==> src/rtl/taxi_fare_ctrl_if.sv <==
// Trip-control bus between the taxi front panel / metre counter and the fare engine.
interface taxi_fare_ctrl_if;
  logic        start;
  logic        pause;
  logic        end_trip;
  logic        ack;
  logic        km_co;
  logic        sec_tick;
  logic        meter_en;
  logic        meter_clr;
  logic [13:0] fare;
  logic [10:0] km_cnt;
  logic [7:0]  wait_units;
  logic [1:0]  state;
  logic        trip_done;

  // Driver side: panel buttons, metre carry and second tick.
  modport master (
    output start, pause, end_trip, ack, km_co, sec_tick,
    input  meter_en, meter_clr, fare, km_cnt, wait_units, state, trip_done
  );

  // Fare engine side.
  modport slave (
    input  start, pause, end_trip, ack, km_co, sec_tick,
    output meter_en, meter_clr, fare, km_cnt, wait_units, state, trip_done
  );
endinterface

==> src/rtl/taxi_fare_ctrl.sv <==
// Taxi trip controller and fare engine: sequences the metre counter and
// accumulates distance, waiting time and a saturating fare in 0.1 yuan units.
module taxi_fare_ctrl #(
  parameter int BASE_FARE   = 100,
  parameter int BASE_KM     = 3,
  parameter int PER_KM_FARE = 20,
  parameter int WAIT_UNIT   = 60,
  parameter int WAIT_FARE   = 10,
  parameter int MAX_FARE    = 9999
) (
  input  logic             clk,
  input  logic             rst_n,
  taxi_fare_ctrl_if.slave  bus
);

  typedef enum logic [1:0] {
    ST_IDLE   = 2'd0,
    ST_HIRED  = 2'd1,
    ST_WAIT   = 2'd2,
    ST_SETTLE = 2'd3
  } state_t;

  localparam int              SEC_W    = (WAIT_UNIT > 1) ? $clog2(WAIT_UNIT) : 1;
  localparam logic [SEC_W-1:0] SEC_LAST = SEC_W'(WAIT_UNIT - 1);
  localparam logic [10:0]     KM_MAX   = 11'h7ff;
  localparam logic [7:0]      WU_MAX   = 8'hff;

  state_t           state_q,     state_nxt;
  logic [13:0]      fare_q,      fare_nxt;
  logic [10:0]      km_q,        km_nxt;
  logic [7:0]       wu_q,        wu_nxt;
  logic [SEC_W-1:0] sec_q,       sec_nxt;
  logic             meter_en_q,  meter_en_nxt;
  logic             meter_clr_q, meter_clr_nxt;
  logic             done_q,      done_nxt;

  // Adds with one guard bit and clamps at the fare ceiling.
  function automatic logic [13:0] fare_add(input logic [13:0] base, input logic [13:0] inc);
    logic [14:0] sum;
    sum = {1'b0, base} + {1'b0, inc};
    return (sum > 15'(MAX_FARE)) ? 14'(MAX_FARE) : sum[13:0];
  endfunction

  // Next-state, counter and fare update for the current trip phase.
  always_comb begin
    // NOTE: every signal gets a default first so no path leaves it unassigned (no latches).
    state_nxt     = state_q;
    fare_nxt      = fare_q;
    km_nxt        = km_q;
    wu_nxt        = wu_q;
    sec_nxt       = sec_q;
    meter_clr_nxt = 1'b0;

    case (state_q)
      ST_IDLE: begin
        if (bus.start) begin
          state_nxt     = ST_HIRED;
          meter_clr_nxt = 1'b1;
          fare_nxt      = 14'(BASE_FARE);
          km_nxt        = '0;
          wu_nxt        = '0;
          sec_nxt       = '0;
        end
      end
      ST_HIRED: begin
        if (bus.km_co) begin
          if (km_q != KM_MAX) km_nxt = km_q + 11'd1;
          if (km_q >= 11'(BASE_KM)) fare_nxt = fare_add(fare_q, 14'(PER_KM_FARE));
        end
        if (bus.end_trip)   state_nxt = ST_SETTLE;
        else if (bus.pause) state_nxt = ST_WAIT;
      end
      ST_WAIT: begin
        if (bus.sec_tick) begin
          if (sec_q == SEC_LAST) begin
            sec_nxt  = '0;
            if (wu_q != WU_MAX) wu_nxt = wu_q + 8'd1;
            fare_nxt = fare_add(fare_q, 14'(WAIT_FARE));
          end else begin
            sec_nxt = sec_q + 1'b1;
          end
        end
        if (bus.end_trip)   state_nxt = ST_SETTLE;
        else if (bus.start) state_nxt = ST_HIRED;
      end
      ST_SETTLE: begin
        if (bus.ack) state_nxt = ST_IDLE;
      end
      default: state_nxt = ST_IDLE;
    endcase

    // Registered from the next state so metre gating switches on the leaving edge.
    meter_en_nxt = (state_nxt == ST_HIRED);
    done_nxt     = (state_nxt == ST_SETTLE);
  end

  // State and output registers with synchronous reset; a reset abandons the trip.
  always_ff @(posedge clk) begin
    if (!rst_n) begin
      state_q     <= ST_IDLE;
      fare_q      <= '0;
      km_q        <= '0;
      wu_q        <= '0;
      sec_q       <= '0;
      meter_en_q  <= 1'b0;
      meter_clr_q <= 1'b0;
      done_q      <= 1'b0;
    end else begin
      // NOTE: non-blocking assignments so every register samples pre-edge values.
      state_q     <= state_nxt;
      fare_q      <= fare_nxt;
      km_q        <= km_nxt;
      wu_q        <= wu_nxt;
      sec_q       <= sec_nxt;
      meter_en_q  <= meter_en_nxt;
      meter_clr_q <= meter_clr_nxt;
      done_q      <= done_nxt;
    end
  end

  assign bus.state      = state_q;
  assign bus.fare       = fare_q;
  assign bus.km_cnt     = km_q;
  assign bus.wait_units = wu_q;
  assign bus.meter_en   = meter_en_q;
  assign bus.meter_clr  = meter_clr_q;
  assign bus.trip_done  = done_q;

endmodule
==> src/flat_wrapper.sv <==
// flat-port wrapper written by rule: the top's interface ports become plain ports
module taxi_fare_ctrl_flat 
#(
  parameter int BASE_FARE   = 100,
  parameter int BASE_KM     = 3,
  parameter int PER_KM_FARE = 20,
  parameter int WAIT_UNIT   = 60,
  parameter int WAIT_FARE   = 10,
  parameter int MAX_FARE    = 9999
)
  (clk, rst_n, bus_start, bus_pause, bus_end_trip, bus_ack, bus_km_co, bus_sec_tick, bus_meter_en, bus_meter_clr, bus_fare, bus_km_cnt, bus_wait_units, bus_state, bus_trip_done);
  taxi_fare_ctrl_if bus_i ();
  input  logic clk;
  input  logic rst_n;
  input wire logic [$bits(bus_i.start)-1:0] bus_start;
  input wire logic [$bits(bus_i.pause)-1:0] bus_pause;
  input wire logic [$bits(bus_i.end_trip)-1:0] bus_end_trip;
  input wire logic [$bits(bus_i.ack)-1:0] bus_ack;
  input wire logic [$bits(bus_i.km_co)-1:0] bus_km_co;
  input wire logic [$bits(bus_i.sec_tick)-1:0] bus_sec_tick;
  output wire logic [$bits(bus_i.meter_en)-1:0] bus_meter_en;
  output wire logic [$bits(bus_i.meter_clr)-1:0] bus_meter_clr;
  output wire logic [$bits(bus_i.fare)-1:0] bus_fare;
  output wire logic [$bits(bus_i.km_cnt)-1:0] bus_km_cnt;
  output wire logic [$bits(bus_i.wait_units)-1:0] bus_wait_units;
  output wire logic [$bits(bus_i.state)-1:0] bus_state;
  output wire logic [$bits(bus_i.trip_done)-1:0] bus_trip_done;
  assign bus_i.start = bus_start;
  assign bus_i.pause = bus_pause;
  assign bus_i.end_trip = bus_end_trip;
  assign bus_i.ack = bus_ack;
  assign bus_i.km_co = bus_km_co;
  assign bus_i.sec_tick = bus_sec_tick;
  assign bus_meter_en = bus_i.meter_en;
  assign bus_meter_clr = bus_i.meter_clr;
  assign bus_fare = bus_i.fare;
  assign bus_km_cnt = bus_i.km_cnt;
  assign bus_wait_units = bus_i.wait_units;
  assign bus_state = bus_i.state;
  assign bus_trip_done = bus_i.trip_done;
  taxi_fare_ctrl #(.BASE_FARE(BASE_FARE), .BASE_KM(BASE_KM), .PER_KM_FARE(PER_KM_FARE), .WAIT_UNIT(WAIT_UNIT), .WAIT_FARE(WAIT_FARE), .MAX_FARE(MAX_FARE)) u_core (.clk(clk), .rst_n(rst_n), .bus(bus_i));
endmodule
==> config.mk <==
export PLATFORM = sky130hd
export DESIGN_NAME = taxi_fare_ctrl_flat
export DESIGN_NICKNAME = d
export VERILOG_FILES = /design/src/rtl/taxi_fare_ctrl_if.sv /design/src/rtl/taxi_fare_ctrl.sv /design/src/flat_wrapper.sv
export SDC_FILE = /design/constraint.sdc
export NUM_CORES = 1
export LEC_CHECK = 0
export BUFFER_PORTS_ARGS = -buffer_cell sky130_fd_sc_hd__buf_2
export CAP_MARGIN = 15
export CORE_ASPECT_RATIO = 0.9
export CORE_MARGIN = 3
export CORE_UTILIZATION = 25
export DETAILED_ROUTE_END_ITERATION = 12
export PLACE_DENSITY = 0.42
export SYNTH_ARGS = -nofsm -noshare
export SYNTH_HDL_FRONTEND = slang
export SYNTH_SLANG_ARGS = --single-unit
==> constraint.sdc <==
create_clock -name clk -period 2.5 [get_ports clk]
set_clock_uncertainty 0.15 [all_clocks]
set_input_delay 0.375 -clock clk [delete_from_list [all_inputs] [get_ports clk]]
set_output_delay 0.375 -clock clk [all_outputs]
set_load 0.02 [all_outputs]
# Word-level counts from Yosys, hierarchy flattened
# Index checks and enable logic that the tools add are counted.
[word_totals] wordCells=68 inputBits=8 out_inout_bits=38 reg_bits=44
[classes] order_cmp=3 eq_ne=15 muxes=28 addsub=5 reduce_logical=9
[ops] op="$mux W14" count=7
[ops] op="$pmux W14 S3" count=1
[ops] op="$mux W11" count=3
[ops] op="$mux W8" count=4
[ops] op="$gt A15 B14 Y1 const B" count=2
[ops] op="$pmux W11 S2" count=1
[ops] op="$mux W6" count=3
[ops] op="$pmux W8 S2" count=1
[ops] op="$add A14 B4 Y15 const B" count=1
[ops] op="$add A14 B5 Y15 const B" count=1
[ops] op="$pmux W6 S2" count=1
[ops] op="$add A11 B1 Y11 const B" count=1
[ops] op="$ge A11 B2 Y1 const B" count=1
[ops] op="$ne A11 B11 Y1 const B" count=1
[ops] op="$mux W2" count=5
[ops] op="$add A8 B1 Y8 const B" count=1
[ops] op="$ne A2 B1 Y1 const B" count=4
[ops] op="$ne A8 B8 Y1 const B" count=1
[ops] op="$pmux W2 S4" count=1
[ops] op="$add A6 B1 Y6 const B" count=1
[ops] op="$eq A2 B2 Y1 const B" count=3
[ops] op="$eq A6 B6 Y1 const B" count=1
[ops] op="$ne A2 B2 Y1 const B" count=3
[ops] op="$reduce_and A6 Y1" count=1
[ops] op="9 further kinds" count=11

# Longest topological paths before layout
# Gate-level depths: netlist of the first run.
[depth] ltp_word=6 depth_mapped=10 ltp_nobuf=9

# Worst setup path before layout of the first run
# OpenSTA, ideal clock, no wires.
[synth_timing] path_type="register to register" from="register u_core.state_q[0], in the netlist u_core.bus.state[0]" to="register u_core.wu_q[7], in the netlist u_core.bus.wait_units[7]" path_stages_with_launch=10 path_buffers=0 period_less_slack_ns=2.888 setup_ns=0.133 path_slack_ns=-0.388 required_time_ns=2.217 t_arrival_ns=2.606 path_cell_list="dfxtp_1 > inv_1 > ha_1 > nor2b_1 > a211oi_1 > nor3b_1 > and4_1 > and2b_1 > xnor2_1 > nor2_1"
[synth_between] elab_chain_cells=3 elab_cells_between_ends=9 cone_classes="eq/ne (5); mux (1); reduce/logical (3)"
[synth_rtl] element="start: declaration" line_no="taxi_fare_ctrl.sv:28" source="state_t state_q, state_nxt;"
[synth_rtl] element="start signal: assignment" line_no="taxi_fare_ctrl.sv:110" source="state_q <= state_nxt;"
[synth_rtl] element="$eq A2 B2 Y1 / $logic_not A2 Y1 (equally long branches)" line_no="taxi_fare_ctrl.sv:54" source="case (state_q)"
[synth_rtl] element="$ne A2 B1 Y1 (no source line), or another cell as far along"
[synth_rtl] element="$reduce_and A5 Y1 (no source line)"
[synth_rtl] element="end signal: assignment" line_no="taxi_fare_ctrl.sv:113" source="wu_q <= wu_nxt;"
[synth_rtl] element="end: declaration" line_no="taxi_fare_ctrl.sv:31" source="logic [7:0] wu_q, wu_nxt;"
# Several ways; a longest one is shown, not always the timed one.
# A chain may end at the register's enable or synchronous reset.

# Worst setup path in the final report of the first run
[layout_timing] from="register u_core.fare_q[3], in the netlist u_core.bus.fare[3]" to="register u_core.fare_q[7], in the netlist u_core.bus.fare[7]"
[layout_between] elab_chain_cells=6 elab_cells_between_ends=11 cone_classes="add/sub (2); order compare (2); mux (7)"
[layout_rtl] element="start: declaration" line_no="taxi_fare_ctrl.sv:29" source="logic [13:0] fare_q, fare_nxt;"
[layout_rtl] element="start signal: assignment" line_no="taxi_fare_ctrl.sv:111" source="fare_q <= fare_nxt;"
[layout_rtl] element="$add A14 B4 Y15 / $add A14 B5 Y15 (equally long branches)" line_no="taxi_fare_ctrl.sv:40" source="sum = {1'b0, base} + {1'b0, inc};"
[layout_rtl] element="$gt A15 B14 Y1" line_no="taxi_fare_ctrl.sv:41" source="return (sum > 15'(MAX_FARE)) ? 14'(MAX_FARE) : sum[13:0];"
[layout_rtl] element="$mux W14" line_no="taxi_fare_ctrl.sv:41"
[layout_rtl] element="$mux W14 (on tied branches)" line_no="taxi_fare_ctrl.sv:75, taxi_fare_ctrl.sv:68"
[layout_rtl] element="$mux W14 (on tied branches)" line_no="taxi_fare_ctrl.sv:74, taxi_fare_ctrl.sv:66"
[layout_rtl] element="$pmux W14 S3 *" line_no="taxi_fare_ctrl.sv:54"
# Mark *: on every way between the ends. The rest lies on a longest branch, timed or not. The select of a mux whose other input is x is not followed.

==> impl_metrics.py, run 1 <==
metrics = {
    "floorplan": {
        "start_util_pct": 26.4,
        "dieArea_um2": 13100,
        "coreArea_um2": 11200,
        "die_h_um": 109,
        "std_cell_rows": 36,
        "die_x_um": 120,
        "io_pins": 46,
    },
    "synthesis": {
        "synth_cell_type_count": 66,
        "synth_area_leaders": "dfxtp_1 (30%), nor2_1 (6.2%), ha_1 (5.5%)",
        "synth_top_cell_by_area": "dfxtp_1",
        "syn_inst": 377,
        "synth_top_area_share_pct": 29.9,
        "synth_area_per_cell_um2": 7.82,
        "ys_dominant_reg_cell": "dfxtp_1",
        "synth_seq_cells": 44,
        "synth_warnings": 0,
        "synth_edf_count": 0,
        "async_reset_ff_share_pct": 0,
        "syn_nets": 398,
        "synth_area_um2": 2950,
        "seq_area_frac_synth_pct": 29.9,
    },
    "clock_tree": {
        "clkSlewWorstSetupHoldPaths_ns": 0.06,
        "cts_root_buf": "clkbuf_16",
        "ctsHtreeMaxLevel": 2,
        "hold_buffers": 0,
        "cts_tree": "yes",
        "cts.sinks": 44,
        "cts_buffers": 5,
        "cts_buffer_depth": 2,
        "clk-insertion-delay-late_ns": 0.28,
    },
    "place": {
        "place_ws_ns": -0.195,
        "portBuffers": 45,
        "dpl.hpwl_mm": 7.49,
        "gp_congestion": 0.863,
        "dp_cells": 632,
    },
    "global_route": {
        "grt.total_usage_pct": 15.1,
        "antenna_found_initial": 0,
        "grt_max_degree": 17,
        "grt_pass1_vias": 3056,
        "use_met1_pct": 21.3,
        "grt_busiest_layer": "met2",
        "grt_overflow": 0,
        "grt_pass1_wl_mm": 15.9,
        "use_met2_pct": 24.1,
        "grtUsageMet3_pct": 2.65,
    },
    "layout": {
        "nFillCells": 1190,
        "utilization_pct": 39.1,
        "final_nets": 515,
        "stdcell_count": 647,
        "mostFrequentLayoutCells": "buf_4 (73), nor2_1 (49), buf_2 (45), dfxtp_1 (37), nand2_1 (35)",
        "areaGrowthSynthToFinish_pct": 48.2,
        "final_common_cell": "buf_4",
        "drive_above_1_share_pct": 36.4,
        "antenna_cells": 0,
    },
    "worst_setup_path": {
        "required_ns": 2.55,
        "cp-start-kind": "flip-flop",
        "end_kind": "flip-flop",
        "crit_type": "flip-flop to flip-flop",
        "cp_max_fo": 5,
        "critPathArrivalTime_ns": 2.76,
    },
    "timing": {
        "whs_ns": 0.268,
        "period_minus_slack_ns": 2.71,
        "rsz0062_at_grt": "yes",
        "final.period_utilization_pct": 108,
        "tightest_slew_ns": 0.659,
        "finalHoldViolations": 0,
        "worst_slack_ns": -0.206,
        "slew_headroom_pct": 55.8,
        "max_freq_mhz": 370,
        "final-setup-viol-count": 11,
        "maxSlewViolCount": 0,
    },
    "run_status": {
        "violations": "negative setup slack",
        "status": "finished, violations left",
    },
    "power": {
        "total_power_uw": 2410,
        "p_leak_uw": 0.00184,
        "ir_drop_mv": 0.257,
        "p_per_area_nw_per_um2": 551,
    },
    "routing": {
        "drt_iter0_drc": 214,
        "dr.pass1.iters": 4,
        "vias": 3209,
        "postRouteAntennaNets": 0,
        "wire_per_inst_um": 15.4,
        "postRouteWirelength_mm": 9.94,
        "drc": 0,
        "vias_per_cell": 4.96,
    },
    "hold_path": {
        "hold_class": "input port to flip-flop",
    },
    "job": {
        "max-cap-violations": 0,
    },
}
## registers in the layout, indices dropped and copies added, names as in the netlist
signal	flops
u_core.bus.fare	14
u_core.bus.km_cnt	11
u_core.bus.wait_units	8
u_core.sec_q	6
u_core.bus.state	2
u_core.bus.meter_clr	1
u_core.bus.meter_en	1
u_core.bus.trip_done	1
## per-stage QoR
stage,instance area (um2),setup TNS (ns)
CTS,4200,-0.894
finish,4370,-1.40
floorplan,3040,-0.154
global placement,3940,-1.42
global route,4370,-2.42
detailed placement,3940,-1.47
## layer usage
layer / part of all wire, % / vias up
met1: 50 / 1522
met5: 0 / -
met3: 3.4 / 8
met4: 0.81 / 0
met2: 46 / 65
li1: - / 1614
## cell usage after synthesis, types with 3 or more instances
library cell	n
nor2_1	49
dfxtp_1	44
nand2_1	36
o21ai_0	20
inv_1	18
xor2_1	16
a21oi_1	14
ha_1	13
nand4_1	13
nand3_1	11
xnor2_1	10
a31oi_1	8
and3_1	7
clkbuf_1	7
nor4_1	7
buf_2	6
nor2b_1	6
or3_1	6
nor3_1	5
mux2i_1	4
nand2b_1	4
o22ai_1	4
a211oi_1	3
a22o_1	3
and4_1	3
nor3b_1	3
o2111ai_1	3
o21bai_1	3
o31ai_1	3
## power breakdown
part / total (uW) / internal (uW) / switching (uW)
Clock: 776 / 493 / 283
Combinational: 820 / 377 / 443
Sequential: 812 / 740 / 72.4
Total: 2410 / 1610 / 798
## what timing repair did
item,CTS,global route
pin swaps,5,10
gates resized for setup,12,28
endpoints found under the setup margin,11,15
buffers inserted,3,4
## worst max-delay path, stage by stage (launching register included)
cell      delay [ns]
dfxtp_4         0.36
buf_4           0.14
a21oi_4         0.16
buf_4           0.18
mux2i_2         0.22
a31oi_2         0.13
a2111o_1        0.46
a21o_4          0.26
or4_1           0.40
a31oi_1         0.16
## cell families after synthesis
kind of cell,synth area share (%)
AO/OA/AOI/OAI,21.9
XOR/XNOR,7.72
adder cells (fa/ha/maj),5.52
buffers and inverters,4.75
flip-flops,29.9
multiplexers,2.12
AND/OR/NAND/NOR,28.1
## path summary, 6_finish.rpt
check,from,to,slack [ns],cells past startpoint
setup / recovery,u_core.bus.fare[3]$_SDFFE_PN0P_,u_core.bus.fare[7]$_SDFFE_PN0P_,-0.21,9
hold / removal,bus_start,u_core.bus.meter_clr$_SDFF_PN0_,0.27,3
setup reg to reg,u_core.bus.fare[3]$_SDFFE_PN0P_,u_core.bus.fare[7]$_SDFFE_PN0P_,-0.21,9
hold reg to reg,u_core.sec_q[5]$_SDFFE_PN0P_,u_core.sec_q[5]$_SDFFE_PN0P_,0.34,2
## layout make-up
type	instances	area [um2]	share of cell area (%)
flip-flops and latches	44	902	20.6
inverters	18	67.6	1.55
well taps	152	190	4.35
multi-input cells	300	2160	49.5
clock buffers	8	179	4.10
repair buffers	125	870	19.9
(Power assumes the default switching activity.)
==> run 2, diff against run 1 <==
- CELL_PAD_IN_SITES_DETAIL_PLACEMENT: default -> 1
- CELL_PAD_IN_SITES_GLOBAL_PLACEMENT: default -> 1
- PLACE_DENSITY: 0.42 -> 0.53
==> impl_metrics.py, run 2 (synthesis gave the netlist of run 1 again) <==
metrics = {
    "worst_setup_path": {
        "cp_max_fo": 8,
        "endpoint": "u_core.bus.fare[7]$_SDFFE_PN0P_",
        "r2r_end": "u_core.bus.fare[7]$_SDFFE_PN0P_",
        "cp-start-kind": "flip-flop",
        "r2r_slack_ns": -0.13,
        "critPathArrivalTime_ns": 2.70,
        "cp-startpoint": "u_core.bus.fare[2]$_SDFFE_PN0P_",
        "required_ns": 2.57,
        "reg2reg_depth": 9,
        "crit_type": "flip-flop to flip-flop",
        "regToRegStartpoint": "u_core.bus.fare[2]$_SDFFE_PN0P_",
        "end_kind": "flip-flop",
    },
    "power": {
        "p_per_area_nw_per_um2": 556,
        "ir_drop_mv": 0.271,
        "p_leak_uw": 0.00184,
    },
    "timing": {
        "worst_slack_ns": -0.129,
        "finalHoldViolations": 0,
        "maxSlewViolCount": 0,
        "slew_headroom_pct": 56.3,
        "tns_ns": -0.676,
        "max_freq_mhz": 380,
        "tightest_slew_ns": 0.651,
        "rsz0062_at_grt": "yes",
        "period_minus_slack_ns": 2.63,
        "final.period_utilization_pct": 105,
        "final-setup-viol-count": 8,
    },
    "floorplan": {
        "io_pins": 46,
        "std_cell_rows": 36,
        "coreArea_um2": 11200,
        "die_h_um": 109,
        "die_x_um": 120,
        "dieArea_um2": 13100,
        "start_util_pct": 26.4,
    },
    "routing": {
        "vias": 3285,
        "drc": 0,
        "drt_iter0_drc": 148,
        "wire_per_inst_um": 17.0,
        "postRouteWirelength_mm": 11.0,
        "postRouteAntennaNets": 0,
        "vias_per_cell": 5.05,
        "dr.pass1.iters": 4,
    },
    "global_route": {
        "antenna_found_initial": 0,
        "grt.total_usage_pct": 17.2,
        "grt_overflow": 0,
        "grt_max_degree": 17,
        "grt_pass1_wl_mm": 18.1,
        "grt_pass1_vias": 3453,
    },
    "clock_tree": {
        "cts_buffer_depth": 2,
        "cts_root_buf": "clkbuf_16",
        "cts_tree": "yes",
        "cts_buffers": 5,
        "hold_buffers": 0,
        "cts.sinks": 44,
        "clk-insertion-delay-late_ns": 0.29,
        "ctsHtreeMaxLevel": 2,
        "clkSlewWorstSetupHoldPaths_ns": 0.07,
    },
    "place": {
        "portBuffers": 45,
        "gp_congestion": 0.859,
        "dpl.hpwl_mm": 8.35,
    },
    "layout": {
        "utilization_pct": 38.8,
        "largest_reg_flops": 14,
        "mostFrequentLayoutCells": "buf_4 (80), nor2_1 (49), buf_2 (45), dfxtp_1 (37), nand2_1 (35)",
        "drive_above_1_share_pct": 36.1,
        "final_nets": 518,
        "areaGrowthSynthToFinish_pct": 47.1,
        "antenna_cells": 0,
        "final_common_cell": "buf_4",
    },
    "job": {
        "max-cap-violations": 0,
    },
    "run_status": {
        "violations": "negative setup slack",
        "status": "finished, violations left",
    },
    "hold_path": {
        "hold_class": "input port to flip-flop",
        "whs_path_depth": 3,
    },
}
==> run 2: worst max-delay path: stages, from the launching register on <==
cell and delay (ns):
dfxtp_4 0.41, ha_4 0.18, o2111ai_1 0.23, buf_4 0.19, nor2_1 0.06, xor2_1 0.17, a2111o_1 0.33, a21o_1 0.24
or4_4 0.43, a31oi_1 0.16
==> run 2: repair_timing <==
| item | in CTS | in global routing |
|---|---|---|
| setup buffers | 8 | 2 |
| resized for setup | 19 | 17 |
| pin swaps | 6 | 5 |
| endpoints found under the setup margin | 12 | 17 |
==> run 2: where the power goes <==
group          switching (uW)  leakage, uW  internal [uW]
combinational             451      0.00140            389
clock                     286    0.0000808            471
sequential               73.9     0.000361            741
total                     810      0.00184           1600
==> run 2: area by class of cell <==
class	instances	area [um2]
fillers	1371	6840
clock buffers	6	129
flip-flops and latches	44	902
repair buffers	128	868
inverters	18	67.6
clock inverters	2	35.0
multi-input cells	300	2140
well taps	152	190
==> run 2: how the worst min path moves through the flow <==
stage,endpoint,from,slack [ns]
floorplan,u_core.sec_q[1]$_SDFFE_PN0P_,u_core.sec_q[1]$_SDFFE_PN0P_,0.30
detailed placement,u_core.sec_q[1]$_SDFFE_PN0P_,u_core.sec_q[1]$_SDFFE_PN0P_,0.33
finish,u_core.bus.meter_clr$_SDFF_PN0_,bus_start,0.27
CTS,u_core.bus.meter_clr$_SDFF_PN0_,bus_start,0.27
global placement,u_core.sec_q[1]$_SDFFE_PN0P_,u_core.sec_q[1]$_SDFFE_PN0P_,0.32
global route,u_core.bus.meter_clr$_SDFF_PN0_,bus_start,0.29
==> run 2: through the flow <==
stage / cells / hold WS (ns) / power [uW] / area, um2 / setup WS (ns)
global route: 650 / 0.288 / 2540 / 4340 / -0.238
CTS: 648 / 0.271 / 2390 / 4250 / -0.123
global placement: 632 / 0.316 / 1560 / 3930 / -0.350
detailed placement: 632 / 0.326 / 1570 / 3930 / -0.306
floorplan: 377 / 0.299 / 1230 / 3040 / -0.0451
finish: 650 / 0.273 / 2410 / 4340 / -0.129
==> run 2: per-layer routing <==
layer	GRT usage, %	vias up	share of wire (%)
met5	0	-	0
met4	4.29	0	1.5
met3	3.37	14	3.7
met2	28.4	55	47
met1	23.3	1604	48
li1	-	1612	-
